$ cat src/rtl/instr_encoder_if.sv
// instr_encoder_if: field-set input handshake and encoded-word output handshake
// for instr_encoder.
//   in_valid/in_ready  : field set offered / accepted
//   opcode..f7         : instruction fields to encode
//   out_valid/out_ready: FIFO head offered / consumed
//   out_word/out_err   : head entry (zero when FIFO empty)
//   err_count          : saturating count of accepted erroneous inputs
interface instr_encoder_if #(
  parameter int unsigned COUNT_W = 16
);
  logic               in_valid;
  logic               in_ready;
  logic [6:0]         opcode;
  logic [4:0]         rd;
  logic [4:0]         rs1;
  logic [4:0]         rs2;
  logic [31:0]        imm;
  logic [2:0]         f3;
  logic [6:0]         f7;
  logic               out_valid;
  logic               out_ready;
  logic [31:0]        out_word;
  logic               out_err;
  logic [COUNT_W-1:0] err_count;

  modport master (
    output in_valid, opcode, rd, rs1, rs2, imm, f3, f7, out_ready,
    input  in_ready, out_valid, out_word, out_err, err_count
  );

  modport slave (
    input  in_valid, opcode, rd, rs1, rs2, imm, f3, f7, out_ready,
    output in_ready, out_valid, out_word, out_err, err_count
  );
endinterface

$ cat src/rtl/instr_encoder.sv
// instr_encoder: packs RV32I instruction fields into a 32-bit instruction word,
// flags illegal field combinations, buffers {err, word} in a DEPTH-entry FIFO
// and keeps a saturating error counter.
//   clk   : rising-edge clock
//   reset : asynchronous active-high, clears all state
//   bus   : instr_encoder_if slave (input handshake, output FIFO head, err_count)
module instr_encoder #(
  parameter int unsigned DEPTH   = 2,
  parameter int unsigned COUNT_W = 16
) (
  input  logic            clk,
  input  logic            reset,
  instr_encoder_if.slave  bus
);

  localparam int unsigned AW = (DEPTH > 1) ? $clog2(DEPTH) : 1;
  localparam int unsigned CW = $clog2(DEPTH + 1);

  typedef enum logic [6:0] {
    OP_LOAD   = 7'h03,
    OP_ALUI   = 7'h13,
    OP_AUIPC  = 7'h17,
    OP_STORE  = 7'h23,
    OP_ALU    = 7'h33,
    OP_LUI    = 7'h37,
    OP_BRANCH = 7'h63,
    OP_JALR   = 7'h67,
    OP_JAL    = 7'h6F
  } opcode_t;

  typedef enum logic [2:0] {
    FMT_R, FMT_I, FMT_S, FMT_B, FMT_U, FMT_J, FMT_BAD
  } fmt_t;

  fmt_t        w_fmt;
  logic [31:0] w_word;
  logic        w_err;
  logic        w_in_ready;
  logic        w_out_valid;
  logic        w_push;
  logic        w_pop;

  logic [32:0]        r_mem [DEPTH];
  logic [AW-1:0]      r_wr_ptr;
  logic [AW-1:0]      r_rd_ptr;
  logic [CW-1:0]      r_count;
  logic [COUNT_W-1:0] r_err_cnt;

  always_comb begin
    w_fmt = FMT_BAD;
    case (bus.opcode)
      OP_ALU:                    w_fmt = FMT_R;
      OP_ALUI, OP_LOAD, OP_JALR: w_fmt = FMT_I;
      OP_STORE:                  w_fmt = FMT_S;
      OP_BRANCH:                 w_fmt = FMT_B;
      OP_JAL:                    w_fmt = FMT_J;
      OP_LUI, OP_AUIPC:          w_fmt = FMT_U;
      default:                   w_fmt = FMT_BAD;
    endcase
  end

  // Out-of-range immediates still emit their truncated encoding; only an
  // unknown opcode replaces the word with a NOP.
  always_comb begin
    w_word = 32'h0000_0013;
    w_err  = 1'b0;
    case (w_fmt)
      FMT_R: w_word = {bus.f7, bus.rs2, bus.rs1, bus.f3, bus.rd, bus.opcode};
      FMT_I: begin
        w_word = {bus.imm[11:0], bus.rs1, bus.f3, bus.rd, bus.opcode};
        w_err  = bus.imm != {{20{bus.imm[11]}}, bus.imm[11:0]};
      end
      FMT_S: begin
        w_word = {bus.imm[11:5], bus.rs2, bus.rs1, bus.f3, bus.imm[4:0], bus.opcode};
        w_err  = bus.imm != {{20{bus.imm[11]}}, bus.imm[11:0]};
      end
      FMT_B: begin
        w_word = {bus.imm[12], bus.imm[10:5], bus.rs2, bus.rs1, bus.f3,
                  bus.imm[4:1], bus.imm[11], bus.opcode};
        w_err  = (bus.imm != {{19{bus.imm[12]}}, bus.imm[12:0]}) || bus.imm[0];
      end
      FMT_U: begin
        w_word = {bus.imm[31:12], bus.rd, bus.opcode};
        w_err  = bus.imm[11:0] != 12'd0;
      end
      FMT_J: begin
        w_word = {bus.imm[20], bus.imm[10:1], bus.imm[11], bus.imm[19:12],
                  bus.rd, bus.opcode};
        w_err  = (bus.imm != {{11{bus.imm[20]}}, bus.imm[20:0]}) || bus.imm[0];
      end
      default: begin
        w_word = 32'h0000_0013;
        w_err  = 1'b1;
      end
    endcase
  end

  // in_ready depends only on registered occupancy, never on out_ready.
  assign w_in_ready  = !reset && (r_count < CW'(DEPTH));
  assign w_out_valid = r_count != '0;
  assign w_push      = bus.in_valid && w_in_ready;
  assign w_pop       = w_out_valid && bus.out_ready;

  always_ff @(posedge clk or posedge reset) begin
    if (reset) begin
      r_wr_ptr  <= '0;
      r_rd_ptr  <= '0;
      r_count   <= '0;
      r_err_cnt <= '0;
    end else begin
      if (w_push) r_wr_ptr <= r_wr_ptr + AW'(1);
      if (w_pop)  r_rd_ptr <= r_rd_ptr + AW'(1);
      case ({w_push, w_pop})
        2'b10:   r_count <= r_count + CW'(1);
        2'b01:   r_count <= r_count - CW'(1);
        default: r_count <= r_count;
      endcase
      if (w_push && w_err && (r_err_cnt != '1))
        r_err_cnt <= r_err_cnt + COUNT_W'(1);
    end
  end

  // Storage needs no reset: occupancy gates everything visible.
  always_ff @(posedge clk) begin
    if (w_push) r_mem[r_wr_ptr] <= {w_err, w_word};
  end

  assign bus.in_ready  = w_in_ready;
  assign bus.out_valid = w_out_valid;
  assign bus.out_word  = w_out_valid ? r_mem[r_rd_ptr][31:0] : '0;
  assign bus.out_err   = w_out_valid ? r_mem[r_rd_ptr][32]   : 1'b0;
  assign bus.err_count = r_err_cnt;

endmodule
$ cat src/flat_wrapper.sv
// flat-port wrapper written by rule: the top's interface ports become plain ports
module instr_encoder_flat 
#(
  parameter int unsigned DEPTH   = 2,
  parameter int unsigned COUNT_W = 16
)
  (clk, reset, bus_in_valid, bus_opcode, bus_rd, bus_rs1, bus_rs2, bus_imm, bus_f3, bus_f7, bus_out_ready, bus_in_ready, bus_out_valid, bus_out_word, bus_out_err, bus_err_count);
  instr_encoder_if #(.COUNT_W(COUNT_W)) bus_i ();
  input  logic clk;
  input  logic reset;
  input wire logic [$bits(bus_i.in_valid)-1:0] bus_in_valid;
  input wire logic [$bits(bus_i.opcode)-1:0] bus_opcode;
  input wire logic [$bits(bus_i.rd)-1:0] bus_rd;
  input wire logic [$bits(bus_i.rs1)-1:0] bus_rs1;
  input wire logic [$bits(bus_i.rs2)-1:0] bus_rs2;
  input wire logic [$bits(bus_i.imm)-1:0] bus_imm;
  input wire logic [$bits(bus_i.f3)-1:0] bus_f3;
  input wire logic [$bits(bus_i.f7)-1:0] bus_f7;
  input wire logic [$bits(bus_i.out_ready)-1:0] bus_out_ready;
  output wire logic [$bits(bus_i.in_ready)-1:0] bus_in_ready;
  output wire logic [$bits(bus_i.out_valid)-1:0] bus_out_valid;
  output wire logic [$bits(bus_i.out_word)-1:0] bus_out_word;
  output wire logic [$bits(bus_i.out_err)-1:0] bus_out_err;
  output wire logic [$bits(bus_i.err_count)-1:0] bus_err_count;
  assign bus_i.in_valid = bus_in_valid;
  assign bus_i.opcode = bus_opcode;
  assign bus_i.rd = bus_rd;
  assign bus_i.rs1 = bus_rs1;
  assign bus_i.rs2 = bus_rs2;
  assign bus_i.imm = bus_imm;
  assign bus_i.f3 = bus_f3;
  assign bus_i.f7 = bus_f7;
  assign bus_i.out_ready = bus_out_ready;
  assign bus_in_ready = bus_i.in_ready;
  assign bus_out_valid = bus_i.out_valid;
  assign bus_out_word = bus_i.out_word;
  assign bus_out_err = bus_i.out_err;
  assign bus_err_count = bus_i.err_count;
  instr_encoder #(.DEPTH(DEPTH), .COUNT_W(COUNT_W)) u_core (.clk(clk), .reset(reset), .bus(bus_i));
endmodule
$ cat config.mk
export PLATFORM = sky130hd
export DESIGN_NAME = instr_encoder_flat
export DESIGN_NICKNAME = d
export VERILOG_FILES = /design/src/rtl/instr_encoder_if.sv /design/src/rtl/instr_encoder.sv /design/src/flat_wrapper.sv
export SDC_FILE = /design/constraint.sdc
export NUM_CORES = 1
export LEC_CHECK = 0
export CAP_MARGIN = 20
export CORE_AREA = 2 2 99 101
export DETAILED_ROUTE_END_ITERATION = 7
export DIE_AREA = 0 0 101 103
export PLACE_DENSITY = 0.8
export REMOVE_ABC_BUFFERS = 1
export SETUP_SLACK_MARGIN = 0.2
export SYNTH_ARGS = -nofsm -noshare
export SYNTH_HDL_FRONTEND = slang
export SYNTH_SLANG_ARGS = --single-unit
$ cat constraint.sdc
create_clock -name clk -period 3.45 [get_ports clk]
set_clock_uncertainty 0.1 [all_clocks]
set_input_delay 0.5175 -clock clk [delete_from_list [all_inputs] [get_ports clk]]
set_output_delay 0.5175 -clock clk [all_outputs]
set_load 0.02 [all_outputs]
==> impl_metrics.toml <==
[outcome]
outcome = "completed"

[sta]
setup_viol = 0
setup_tns_ps = 0
clock.fmax_mhz = 314.8
grt_setup_unrepaired = "no"
slew_headroom = 0.4810
worst-slew-pin-transition_ps = 771.4
timing.final.ws_setup_ps = 273.5
fin_crit_ps = 3177
fin_crit_sh = 0.9207
finalHoldViolations = 0
final-max-slew-violation-count = 0

[synthesis]
synth_top_family_by_area = "simple AND/OR/NAND/NOR gates"
synth_top_cell_area_share = 0.4398
synthTopCellsByCount = "nor2_1, edfxtp_1, mux2i_1"
synth-compound-area-share = 0.09745
synthMuxAreaShare = 0.07885
synth-simple-area-share = 0.1993
synth_edf_count = 66
synth.most_common_cell = "nor2_1"
synth_cell_types = 60
yosys.area_share.xor_xnor = 0.03692
synth_area_leaders = "edfxtp_1, dfrtp_1, mux2i_1, nor2_1, xnor2_1"
avgSynthCellArea_sq_um = 11.65
synth-seq-cells = 86
synth-warning-count = 0
async_flop_share = 0.2326
synth_top_area_cell = "edfxtp_1"
synthAdderAreaFrac = 0.008329
synth-seq-area-share = 0.5508
syn_area_sq_um = 4507
ys.flop_type = "edfxtp_1"
syn_inst = 387

[global_routing]
groute.usage.overall = 0.2352
grt_max_degree = 34
gr-total-overflow = 0
grt_pass1_vias = 3718
grt_pass1_wl_mm = 18.54
antenna_found_initial = 0

[power_and_ir_drop]
peakVddDrop_v = 0.0004290
p_per_area_nw_per_um2 = 596.3
total_power_mw = 3.732
leakagePower_nw = 2.317

[clocking]
clk_latency_ps = 360
htree_num_levels = 3
cts_buffer_depth = 2
cts_setup_buffers = 0
clk_pin_slew_worst_paths_ps = 90
cts_buffers = 9
cts_sinks = 86
root_buffer = "clkbuf_8"
cts-hold-fix-buffers = 0
cts_tree = "done"

[layout]
register_area_sq_um = 2484
nNetsFinal = 605
syn_to_final_growth_pct = 38.87
multiInputGateArea_sq_um = 1933
utilization = 0.6616
num-fill-cells = 710
final_cell_area_sq_um = 6259
num_antenna_cells = 0
drive_gt1_frac = 0.1558

[place]
place.gp.congestion = 0.9447
dpl.hpwl_mm = 8.997
place_area_sq_um = 6036
portBuffers = 118
dp_slack_ps = -190.3

[floorplan]
start_util = 0.4765
core_area_sq_um = 9459
die-area_sq_um = 10400
rows = 36
fp.dieW_um = 101
io_pins = 119
fp.dieH_um = 103

[route]
wl_per_cell_um = 18.59
vias_per_cell = 5.946
postRouteAntennaNets = 0
drtIter0Drc = 403
vias = 3883
drc = 0
drt_first_pass_iters = 8
wl_mm = 12.14

[setup_path]
worst_setup_path_start_kind = "primary input"
crit_arrival_ps = 3170
required_ps = 3450
cp-end-kind = "flip-flop"
critical_path.max_fanout = 6
crit_type = "in -> reg"

[run]
max_cap_violations = 0

[worst_hold_path]
hold_class = "reg -> reg"
metrics by stage:
step | hold WS, ps | std cells
floorplan | 360.8 | 371
global placement | 380.6 | 636
detailed placement | 391.9 | 637
CTS | 409.2 | 653
global route | 438.1 | 653
finish | 408.6 | 653
cell usage in the layout, fill, tap and decap left out, types with 2 or more instances in the layout:
master,n
a221oi_1,2
a21o_2,3
o22ai_1,2
nor3_1,5
nor4_1,10
o21ai_0,5
inv_1,11
nand4_1,10
nand2_1,13
and2_2,3
nor2_1,68
buf_4,31
ha_1,2
clkinv_4,2
a222oi_1,11
mux2i_1,34
xnor2_1,16
clkbuf_8,9
and2_1,4
or2_2,4
and3_1,7
a22oi_1,10
nor2_2,2
edfxtp_1,66
buf_12,2
and4_1,2
a21oi_1,7
nand3_1,16
xor2_1,3
clkdlybuf4s50_1,118
and3_2,3
dfrtp_1,19
where the power goes:
group / internal, mW / switching, mW
logic: 0.800 / 0.848
clock network: 0.313 / 0.376
registers: 1.25 / 0.142
repair_timing:
action                                 CTS  global route
endpoints found under the hold margin    0             0
resized for setup                        1             5
setup endpoints to repair                2            39
pin swaps                                0             3
final timing paths:
| check | from | endpoint | slack, ps | cells past startpoint |
|---|---|---|---|---|
| setup / recovery | bus_opcode[4] | u_core.r_mem[0][26] | 270 | 12 |
| hold / removal | u_core.bus.err_count[15] | u_core.bus.err_count[15] | 410 | 1 |
| setup reg to reg | u_core.bus.err_count[6] | u_core.bus.err_count[10] | 980 | 7 |
| hold reg to reg | u_core.bus.err_count[15] | u_core.bus.err_count[15] | 410 | 1 |
| max in group asynchronous | reset | u_core.r_rd_ptr | 2180 | 2 |
| min in group asynchronous | reset | u_core.bus.err_count[12] | 540 | 2 |
sequential cells by signal (all words and copies together), names as in the netlist:
name / cells
u_core.bus.err_count: 16
u_core.r_count: 2
u_core.r_mem: 66
u_core.r_rd_ptr: 1
u_core.r_wr_ptr: 1
cell type report:
class | count | share of cell area
Clock buffer | 11 | 0.02439
Inverter | 11 | 0.006597
Tap cell | 114 | 0.02279
Sequential cell | 86 | 0.3968
Clock inverter | 5 | 0.006397
Timing Repair Buffer | 152 | 0.2341
Multi-Input combinational cell | 274 | 0.3089
kinds of logic (layout without fill, tap and decap cells):
kind of cell | count (synthesis) | count (layout)
and+or+nand+nor | 165 | 165
DFF | 86 | 86
AOI/OAI and AO/OA | 52 | 52
muxes | 35 | 35
buffers and inverters | 27 | 179
xor gates and xnor gates | 19 | 19
adders and majority gates | 3 | 3
worst max-delay path, cell delays in order:
cell             delay, ps
clkdlybuf4s50_1        520
and4b_1                200
o2111a_1               270
inv_1                  120
ha_4                   170
o21ai_0                110
o2bb2ai_2              250
nor2_2                  90
and3_2                 200
or2_4                  270
a222oi_1               350
nor2_1                 120
layer usage:
layer / GRT usage / wire [um] / vias to the layer above
li1: - / - / 1755
met1: 0.2972 / 4787 / 1861
met2: 0.3949 / 5995 / 233
met3: 0.03932 / 938 / 34
met4: 0.1175 / 419 / 0
met5: 0 / 0 / -
No activity file was read; power rests on OpenSTA's default activity.
